**config.mk**
```make
export PLATFORM = sky130hd
export DESIGN_NAME = pc_next_ctrl
export DESIGN_NICKNAME = d
export VERILOG_FILES = /design/src/rtl/pc_next_ctrl_pkg.sv /design/src/rtl/pc_next_ctrl_step_debounce.sv /design/src/rtl/pc_next_ctrl.sv
export SDC_FILE = /design/constraint.sdc
export NUM_CORES = 1
export LEC_CHECK = 0
export BUFFER_PORTS_ARGS = -buffer_cell sky130_fd_sc_hd__buf_2
export CORE_UTILIZATION = 50
export DETAILED_ROUTE_END_ITERATION = 7
export MAX_ROUTING_LAYER = met4
export PLACE_DENSITY = 0.81
export SYNTH_ARGS = -nofsm -noshare
export SYNTH_HDL_FRONTEND = slang
export SYNTH_SLANG_ARGS = --single-unit
export TNS_END_PERCENT = 10
```
**constraint.sdc**
```tcl
create_clock -name clk -period 4.25 [get_ports clk]
set_input_delay 0.2125 -clock clk [delete_from_list [all_inputs] [get_ports clk]]
set_output_delay 0.2125 -clock clk [all_outputs]
set_load 0.02 [all_outputs]
```
**src/rtl/pc_next_ctrl_pkg.sv**
```systemverilog
// Shared definitions for the next-PC controller: state encodings, default
// reset vector and the combinational branch/jump target selection.
package pc_next_ctrl_pkg;

  localparam int STATE_W = 3;

  typedef enum logic [STATE_W-1:0] {
    ST_BOOT   = 3'd0,
    ST_RUN    = 3'd1,
    ST_PAUSE  = 3'd2,
    ST_HALTED = 3'd3,
    ST_FAULT  = 3'd4
  } state_e;

  localparam logic [31:0] DEFAULT_RESET_VEC = 32'h0000_0000;

  // Priority: jr over jump over taken branch over sequential; imm_ext is in words.
  function automatic logic [31:0] calc_target(
    input logic [31:0] pc1,
    input logic        branch,
    input logic        zero,
    input logic        jump,
    input logic        jr,
    input logic [31:0] imm_ext,
    input logic [25:0] jaddr,
    input logic [31:0] rs_val
  );
    logic [31:0] pc4;
    pc4 = pc1 + 32'd4;
    if (jr)                  calc_target = rs_val;
    else if (jump)           calc_target = {pc4[31:28], jaddr, 2'b00};
    else if (branch && zero) calc_target = pc4 + (imm_ext << 2);
    else                     calc_target = pc4;
  endfunction

endpackage

```
**src/rtl/pc_next_ctrl_step_debounce.sv**
```systemverilog
// Push-button step input: 2-FF synchroniser, debounce down-counter and
// one-shot pulse that re-arms only after the synchronised level drops.
module step_debounce #(
  parameter int STEP_DEBOUNCE = 4
) (
  input  logic clk,
  input  logic rst_n,
  input  logic btn,
  output logic pulse
);

  localparam int CW = (STEP_DEBOUNCE > 1) ? $clog2(STEP_DEBOUNCE) : 1;
  localparam logic [CW-1:0] LOAD = CW'(STEP_DEBOUNCE - 1);

  logic          sync1_q, sync2_q;
  logic [CW-1:0] cnt_q, cnt_d;
  logic          fired_q, fired_d;

  // Counter reaches zero on the STEP_DEBOUNCE-th consecutive high cycle.
  assign pulse = sync2_q && (cnt_q == '0) && !fired_q;

  always_comb begin
    cnt_d   = cnt_q;
    fired_d = fired_q;
    if (!sync2_q) begin
      cnt_d   = LOAD;
      fired_d = 1'b0;
    end else begin
      if (cnt_q != '0) cnt_d = cnt_q - CW'(1);
      if (pulse)       fired_d = 1'b1;
    end
  end

  always_ff @(posedge clk or negedge rst_n) begin
    if (!rst_n) begin
      sync1_q <= 1'b0;
      sync2_q <= 1'b0;
      cnt_q   <= LOAD;
      fired_q <= 1'b0;
    end else begin
      sync1_q <= btn;
      sync2_q <= sync1_q;
      cnt_q   <= cnt_d;
      fired_q <= fired_d;
    end
  end

endmodule

```
**src/rtl/pc_next_ctrl.sv**
```systemverilog
// Next-PC stage with run control (free-run, pause/step, halt, fault); the
// downstream PC register has no reset/enable, so holding means newpc1 = pc1.
//
//   state  | meaning
//   BOOT   | one cycle after reset, PC loads RESET_VEC
//   RUN    | advance every cycle
//   PAUSE  | advance only on a debounced step pulse
//   HALTED | HALT retired, PC frozen until reset
//   FAULT  | misaligned JR, PC frozen until reset
module pc_next_ctrl
  import pc_next_ctrl_pkg::*;
#(
  parameter logic [31:0] RESET_VEC     = DEFAULT_RESET_VEC,
  parameter int          STEP_DEBOUNCE = 4,
  parameter int          CNT_W         = 32
) (
  input  logic               clk,
  input  logic               rst_n,
  input  logic [31:0]        pc1,
  input  logic               branch,
  input  logic               zero,
  input  logic               jump,
  input  logic               jr,
  input  logic [31:0]        imm_ext,
  input  logic [25:0]        jaddr,
  input  logic [31:0]        rs_val,
  input  logic               halt_instr,
  input  logic               run_mode,
  input  logic               step_btn,
  output logic [31:0]        newpc1,
  output logic [STATE_W-1:0] state,
  output logic               halted,
  output logic [CNT_W-1:0]   retire_cnt
);

  state_e           state_q, state_d;
  logic [CNT_W-1:0] retire_q, retire_d;
  logic [31:0]      pc_d;
  logic [31:0]      target;
  logic             step_pulse;
  logic             advance;

  step_debounce #(
    .STEP_DEBOUNCE(STEP_DEBOUNCE)
  ) u_step (
    .clk  (clk),
    .rst_n(rst_n),
    .btn  (step_btn),
    .pulse(step_pulse)
  );

  assign target = calc_target(pc1, branch, zero, jump, jr, imm_ext, jaddr, rs_val);

  always_comb begin
    state_d  = state_q;
    retire_d = retire_q;
    pc_d     = pc1;
    advance  = 1'b0;

    case (state_q)
      ST_BOOT: begin
        pc_d    = RESET_VEC;
        state_d = run_mode ? ST_RUN : ST_PAUSE;
      end
      ST_RUN: begin
        advance = 1'b1;
        if (!run_mode) state_d = ST_PAUSE;
      end
      ST_PAUSE: begin
        advance = step_pulse;
        if (run_mode) state_d = ST_RUN;
      end
      ST_HALTED, ST_FAULT: ;
      default: state_d = ST_FAULT;
    endcase

    // Halt/fault override any run_mode transition chosen above.
    if (advance) begin
      if (halt_instr) begin
        retire_d = retire_q + CNT_W'(1);
        state_d  = ST_HALTED;
      end else if (jr && (rs_val[1:0] != 2'b00)) begin
        state_d  = ST_FAULT;
      end else begin
        pc_d     = target;
        retire_d = retire_q + CNT_W'(1);
      end
    end
  end

  always_ff @(posedge clk or negedge rst_n) begin
    if (!rst_n) begin
      state_q  <= ST_BOOT;
      retire_q <= '0;
    end else begin
      state_q  <= state_d;
      retire_q <= retire_d;
    end
  end

  assign newpc1     = rst_n ? pc_d : RESET_VEC;
  assign state      = state_q;
  assign halted     = (state_q == ST_HALTED) || (state_q == ST_FAULT);
  assign retire_cnt = retire_q;

endmodule
```
; ---- Yosys cells after proc, flatten, opt, wreduce, memory -nomap -nowiden
; Index checks and enable logic that the tools add are counted.
[word_totals]
reg_bits = 40
inputBits = 131
word_cells = 51
[classes]
n_addsub = 4
eq_ne = 7
muxes = 22
n_reduce_logical = 12
[ops]
columns = cell, count
row1 = two-way mux 32 bit, 10
row2 = adder 32 x 1 -> 32 bit (second input constant), 1
row3 = adder 32 x 3 -> 32 bit (second input constant), 1
row4 = adder 32 bit, 1
row5 = two-way mux 3 bit, 5
row6 = one-hot mux 3 bit (4 select lines), 1
row7 = == test 3 x 2 -> 1 bit (second input constant), 2
row8 = two-way mux 2 bit, 3
row9 = inequality test 2 bit (second input constant), 3
row10 = logical AND 1 bit, 4
row11 = nonzero test 2 bit, 2
row12 = == test 3 x 1 -> 1 bit (second input constant), 1
row13 = == test 3 bit (second input constant), 1
row14 = zero test 3 bit, 1
row15 = zero test 2 bit, 1
row16 = two-way mux 1 bit, 2
row17 = one-hot mux 1 bit (2 select lines), 1
row18 = AND reduction 2 bit, 1
row19 = OR reduction 2 bit, 1
row20 = subtractor 2 x 1 -> 2 bit (second input constant), 1
row21 = zero test 1 bit, 1
row22 = logical OR 1 bit, 1

; ---- Logic depth before layout (Yosys ltp)
[depth]
depth_word = 9
ltp_mapped = 16
mapped_depth_nobuf = 14

; ---- Hierarchy
; A second synthesis with hierarchy kept.
[hier_totals]
cells_unflattened = 691
area_unflattened_um2 = 5217.5
[modules_own_cells]
columns = mod, instances, cells_per_inst, area_each_um2, seq_area_each_um2
row1 = pc_next_ctrl, 1, 677, 5028.6, 875.8
row2 = step_debounce, 1, 14, 188.9, 127.6

; ---- Least setup slack after synthesis
; No wires, ideal clock.
[synth_timing]
path_kind = input -> output
startpoint = input pc1[5]
endpoint = output newpc1[31]
t_arrival_ns = 3.589
required_ns = 4.038
slack_ns = 0.449
path_stages = 16
path_cell_list = and4_1 -> buf_4 -> nand4_2 -> nor3_2 -> and4_1 -> xor2_1 -> ha_1 -> buf_6 -> a211oi_4 -> o221ai_1 -> a21oi_1 -> nor4_1 -> a311oi_1 -> o211ai_1 -> mux2_4 -> nor4b_2
[synth_via]
elab_chain_len = 9
[synth_lines]
columns = element, line
row1 = from (decl), pc_next_ctrl.sv:19  ; input logic [31:0] pc1,
row2 = adder 32 x 3 -> 32 bit *, pc_next_ctrl_pkg.sv:29  ; pc4 = pc1 + 32'd4;
row3 = adder 32 bit, pc_next_ctrl_pkg.sv:32  ; else if (branch && zero) calc_target = pc4 + (imm_ext << 2);
row4 = two-way mux 32 bit, pc_next_ctrl_pkg.sv:32
row5 = two-way mux 32 bit *, pc_next_ctrl_pkg.sv:31  ; else if (jump) calc_target = {pc4[31:28], jaddr, 2'b00};
row6 = two-way mux 32 bit *, pc_next_ctrl_pkg.sv:30  ; if (jr) calc_target = rs_val;
row7 = two-way mux 32 bit *, pc_next_ctrl.sv:82  ; end else if (jr && (rs_val[1:0] != 2'b00)) begin
row8 = two-way mux 32 bit *, pc_next_ctrl.sv:79  ; if (halt_instr) begin
row9 = two-way mux 32 bit *, pc_next_ctrl.sv:78  ; if (advance) begin
row10 = two-way mux 32 bit *, pc_next_ctrl.sv:101  ; assign newpc1 = rst_n ? pc_d : RESET_VEC;
row11 = to (decl), pc_next_ctrl.sv:30  ; output logic [31:0] newpc1,
; Mark *: on every way between the ends. The rest lies on a longest branch, timed or not.

; ---- Worst setup path after layout
[layout_timing]
startpoint = input pc1[8]
endpoint = output newpc1[31]
; The elaborated chain is that of the path after synthesis.

==> impl_metrics.py <==
metrics = {
    "clock_tree": {
        "insertion_delay_ps": 290,
        "cts-htree-levels": 2,
        "cts.sinks": 40,
        "clk_path_buf_depth": 2,
        "clk_pin_slew_ps": 90,
        "cts_root_buffer": "clkbuf_8",
        "cts_tree": "yes",
        "cts_made_buffers": 5,
    },
    "final_layout": {
        "fin_nets": 1053,
        "area_growth_pct": 23.8,
        "regArea_sq_um": 1000,
        "fillers": 993,
        "final_layout_size_suffix_gt1_share_pct": 29.0,
        "final_cell_mix": "195 x buf_2, 94 x nand2_1, 55 x nand3_1, 50 x xnor2_1, 43 x a21oi_1",
        "multi_input_area_sq_um": 4200,
        "final_common_cell": "buf_2",
    },
    "timing": {
        "slew_viol_final": 0,
        "tightest_slew_ps": 900,
        "hold_ws_ps": 18.3,
        "timing.final.crit_share_pct": 98.5,
        "period_needed_ps": 4180,
        "finalSetupViolCount": 0,
        "slew_headroom_pct": 40.0,
        "timing.fmax_mhz": 239,
        "finalHoldViolations": 0,
        "fin_skew_ps": 7.75,
    },
    "setup_path": {
        "cp-end-kind": "output port",
        "start_kind": "input pin",
        "critPathRequiredTime_ps": 4040,
        "cp_max_fo": 7,
        "criticalPathCategory": "in -> out",
        "rrSetupSlack_ps": 1790,
        "cp.arrival_ps": 3970,
    },
    "routing": {
        "wl_mm": 17.9,
        "drt-initial-drc-count": 467,
        "drcViolationCount": 0,
        "routedWlPerCell_microns": 17.5,
        "avgViaCountPerCell": 6.05,
        "drtAntennaViolNets": 0,
        "detailroute.via_count": 6192,
        "dr.pass1.iters": 5,
    },
    "floorplanning": {
        "die_area_sq_um": 11200,
        "pin_count": 199,
        "start_util_pct": 52.0,
        "core-area_sq_um": 10400,
        "die_h_microns": 106,
        "rows": 37,
        "die-width_microns": 106,
    },
    "synthesis": {
        "syn_inst": 698,
        "synthFlopType": "dfrtp_1",
        "ys_async_sr_fraction_pct": 100,
        "syn_nets": 866,
        "syn_area_sq_um": 5390,
        "syn_area_per_cell_sq_um": 7.72,
        "synth_cell_types": 85,
        "synth-seq-area-share_pct": 18.6,
        "ys_warn_count": 0,
        "synth_edf_count": 0,
        "ys_seq_elements": 40,
    },
    "pwr": {
        "p_total_w": 0.00127,
        "powerDensity_nw_per_um2": 191,
        "ir_drop_mv": 0.223,
        "p_seq_share_pct": 31.0,
        "p_switching_w": 0.000475,
        "internal_power_w": 0.000797,
        "switching_share_pct": 37.3,
        "p_leak_nw": 3.30,
        "comb_power_share_pct": 44.1,
        "clkPwrFrac_pct": 24.9,
    },
    "placement": {
        "io_buffers": 196,
        "gp_congestion": 0.975,
        "hpwl_mm": 13.7,
    },
    "global_routing": {
        "grt_max_degree": 40,
        "antenna_found_initial": 2,
        "grt_pass1_vias": 5707,
        "grt_pass1_wl_mm": 27.8,
        "grt_remaining_overflow": 0,
        "gr-usage-all-layers_pct": 32.0,
    },
    "hold_path": {
        "hold_class": "in -> reg",
    },
    "status": {
        "outcome": "finished, final reports clean",
    },
    "flow_run": {
        "maxCapViolations": 0,
    },
}
==> registers in the layout, indices dropped and copies added (netlist names) <==
signal / flops
u_step.sync2_q: 1
u_step.sync1_q: 1
u_step.cnt_q: 2
u_step.fired_q: 1
state: 3
retire_cnt: 32
==> synth_stat cells, types with 12 or more instances <==
cell type | n | area [sq um]
ha_1 | 36 | 450
xnor2_1 | 50 | 438
dfrtp_1 | 38 | 951
and3_1 | 22 | 138
o211ai_1 | 14 | 105
a21oi_1 | 44 | 220
o31ai_1 | 12 | 90.1
buf_2 | 12 | 60.1
inv_1 | 20 | 75.1
o21ai_0 | 28 | 140
clkbuf_1 | 15 | 56.3
xor2_1 | 26 | 228
nand2_1 | 94 | 353
nand4_1 | 15 | 93.8
nand3_1 | 55 | 275
a21o_1 | 16 | 120
nor2_1 | 38 | 143
==> cell type report <==
type / instances / area share (%)
well taps: 136 / 2.55
clock inverters: 3 / 0.713
inverters: 20 / 1.13
multi-input cells: 607 / 63.0
clock buffers: 5 / 1.03
diodes: 2 / 0.0750
repair buffers: 211 / 16.5
flip-flops and latches: 40 / 15.0
==> timing repair <==
| item | CTS | global route |
|---|---|---|
| hold endpoints to repair | 15 | 0 |
| hold buffers | 1 | 0 |
| pin swaps | 0 | 4 |
| endpoints found under the setup margin | 1 | 2 |
| setup buffers | 0 | 1 |
| resized for setup | 1 | 9 |
==> stage by stage <==
| step | util (%) | worst slack, ps | instance area (sq um) | TNS [ps] | instances |
|---|---|---|---|---|---|
| detailed placement | 62.6 | 24.5 | 6490 | 0 | 1012 |
| floorplan | - | 449 | 5390 | 0 | 698 |
| global placement | 62.6 | 103 | 6490 | 0 | 1012 |
| CTS | 63.9 | 69.5 | 6630 | 0 | 1021 |
| finish | 64.3 | 65.1 | 6670 | 0 | 1024 |
| global route | 64.3 | -75.4 | 6670 | -75.4 | 1024 |
==> path summary, 6_finish.rpt <==
| path | startpoint | to | cells after the start |
|---|---|---|---|
| hold reg to reg | u_step.sync1_q | u_step.sync2_q | 0 |
| setup reg to reg | state[0] | retire_cnt[30] | 8 |
| max in group asynchronous | rst_n | retire_cnt[13] | 3 |
| hold / removal | step_btn | u_step.sync1_q | 1 |
| setup / recovery | pc1[8] | newpc1[31] | 17 |
| min in group asynchronous | rst_n | retire_cnt[17] | 2 |
==> per-layer routing <==
layer	part of all wire, %	track usage [%]	up-vias
met3	7.9	5.01	34
li1	-	-	2968
met1	42	39.6	2929
met4	2.5	8.53	0
met5	0	-	-
met2	48	54.2	261
==> power groups by stage <==
| stage | Clock [W] | Sequential, W | Combinational, W |
|---|---|---|---|
| after global placement | 0 | 0.000401 | 0.000538 |
| after global routing | 0.000337 | 0.000395 | 0.000614 |
| final | 0.000317 | 0.000394 | 0.000561 |
| after CTS | 0.000322 | 0.000394 | 0.000549 |
| after detailed placement | 0 | 0.000402 | 0.000545 |
| after floorplan | 0 | 0.000402 | 0.000364 |
==> worst max-delay path, stage by stage <==
cell	delay (ps)
buf_2	140
and4_2	310
nand4_2	210
nor3_4	280
buf_4	180
nand3_1	130
xnor2_1	200
ha_2	370
a211oi_4	240
o21ai_1	130
a211oi_2	310
and4_1	240
a311oi_1	50
o211ai_1	200
mux2_4	340
nor4b_2	240
buf_4	190
==> cells by family after synthesis <==
family	Yosys count	synth area share (%)
buffers and inverters	51	4.06
flip-flops	40	18.6
adder cells (fa/ha/maj)	37	8.73
AND/OR/NAND/NOR	286	28.0
AO/OA/AOI/OAI	200	26.6
XOR/XNOR	76	12.3
multiplexers	8	1.62
No activity file was read; power rests on OpenSTA's default activity.
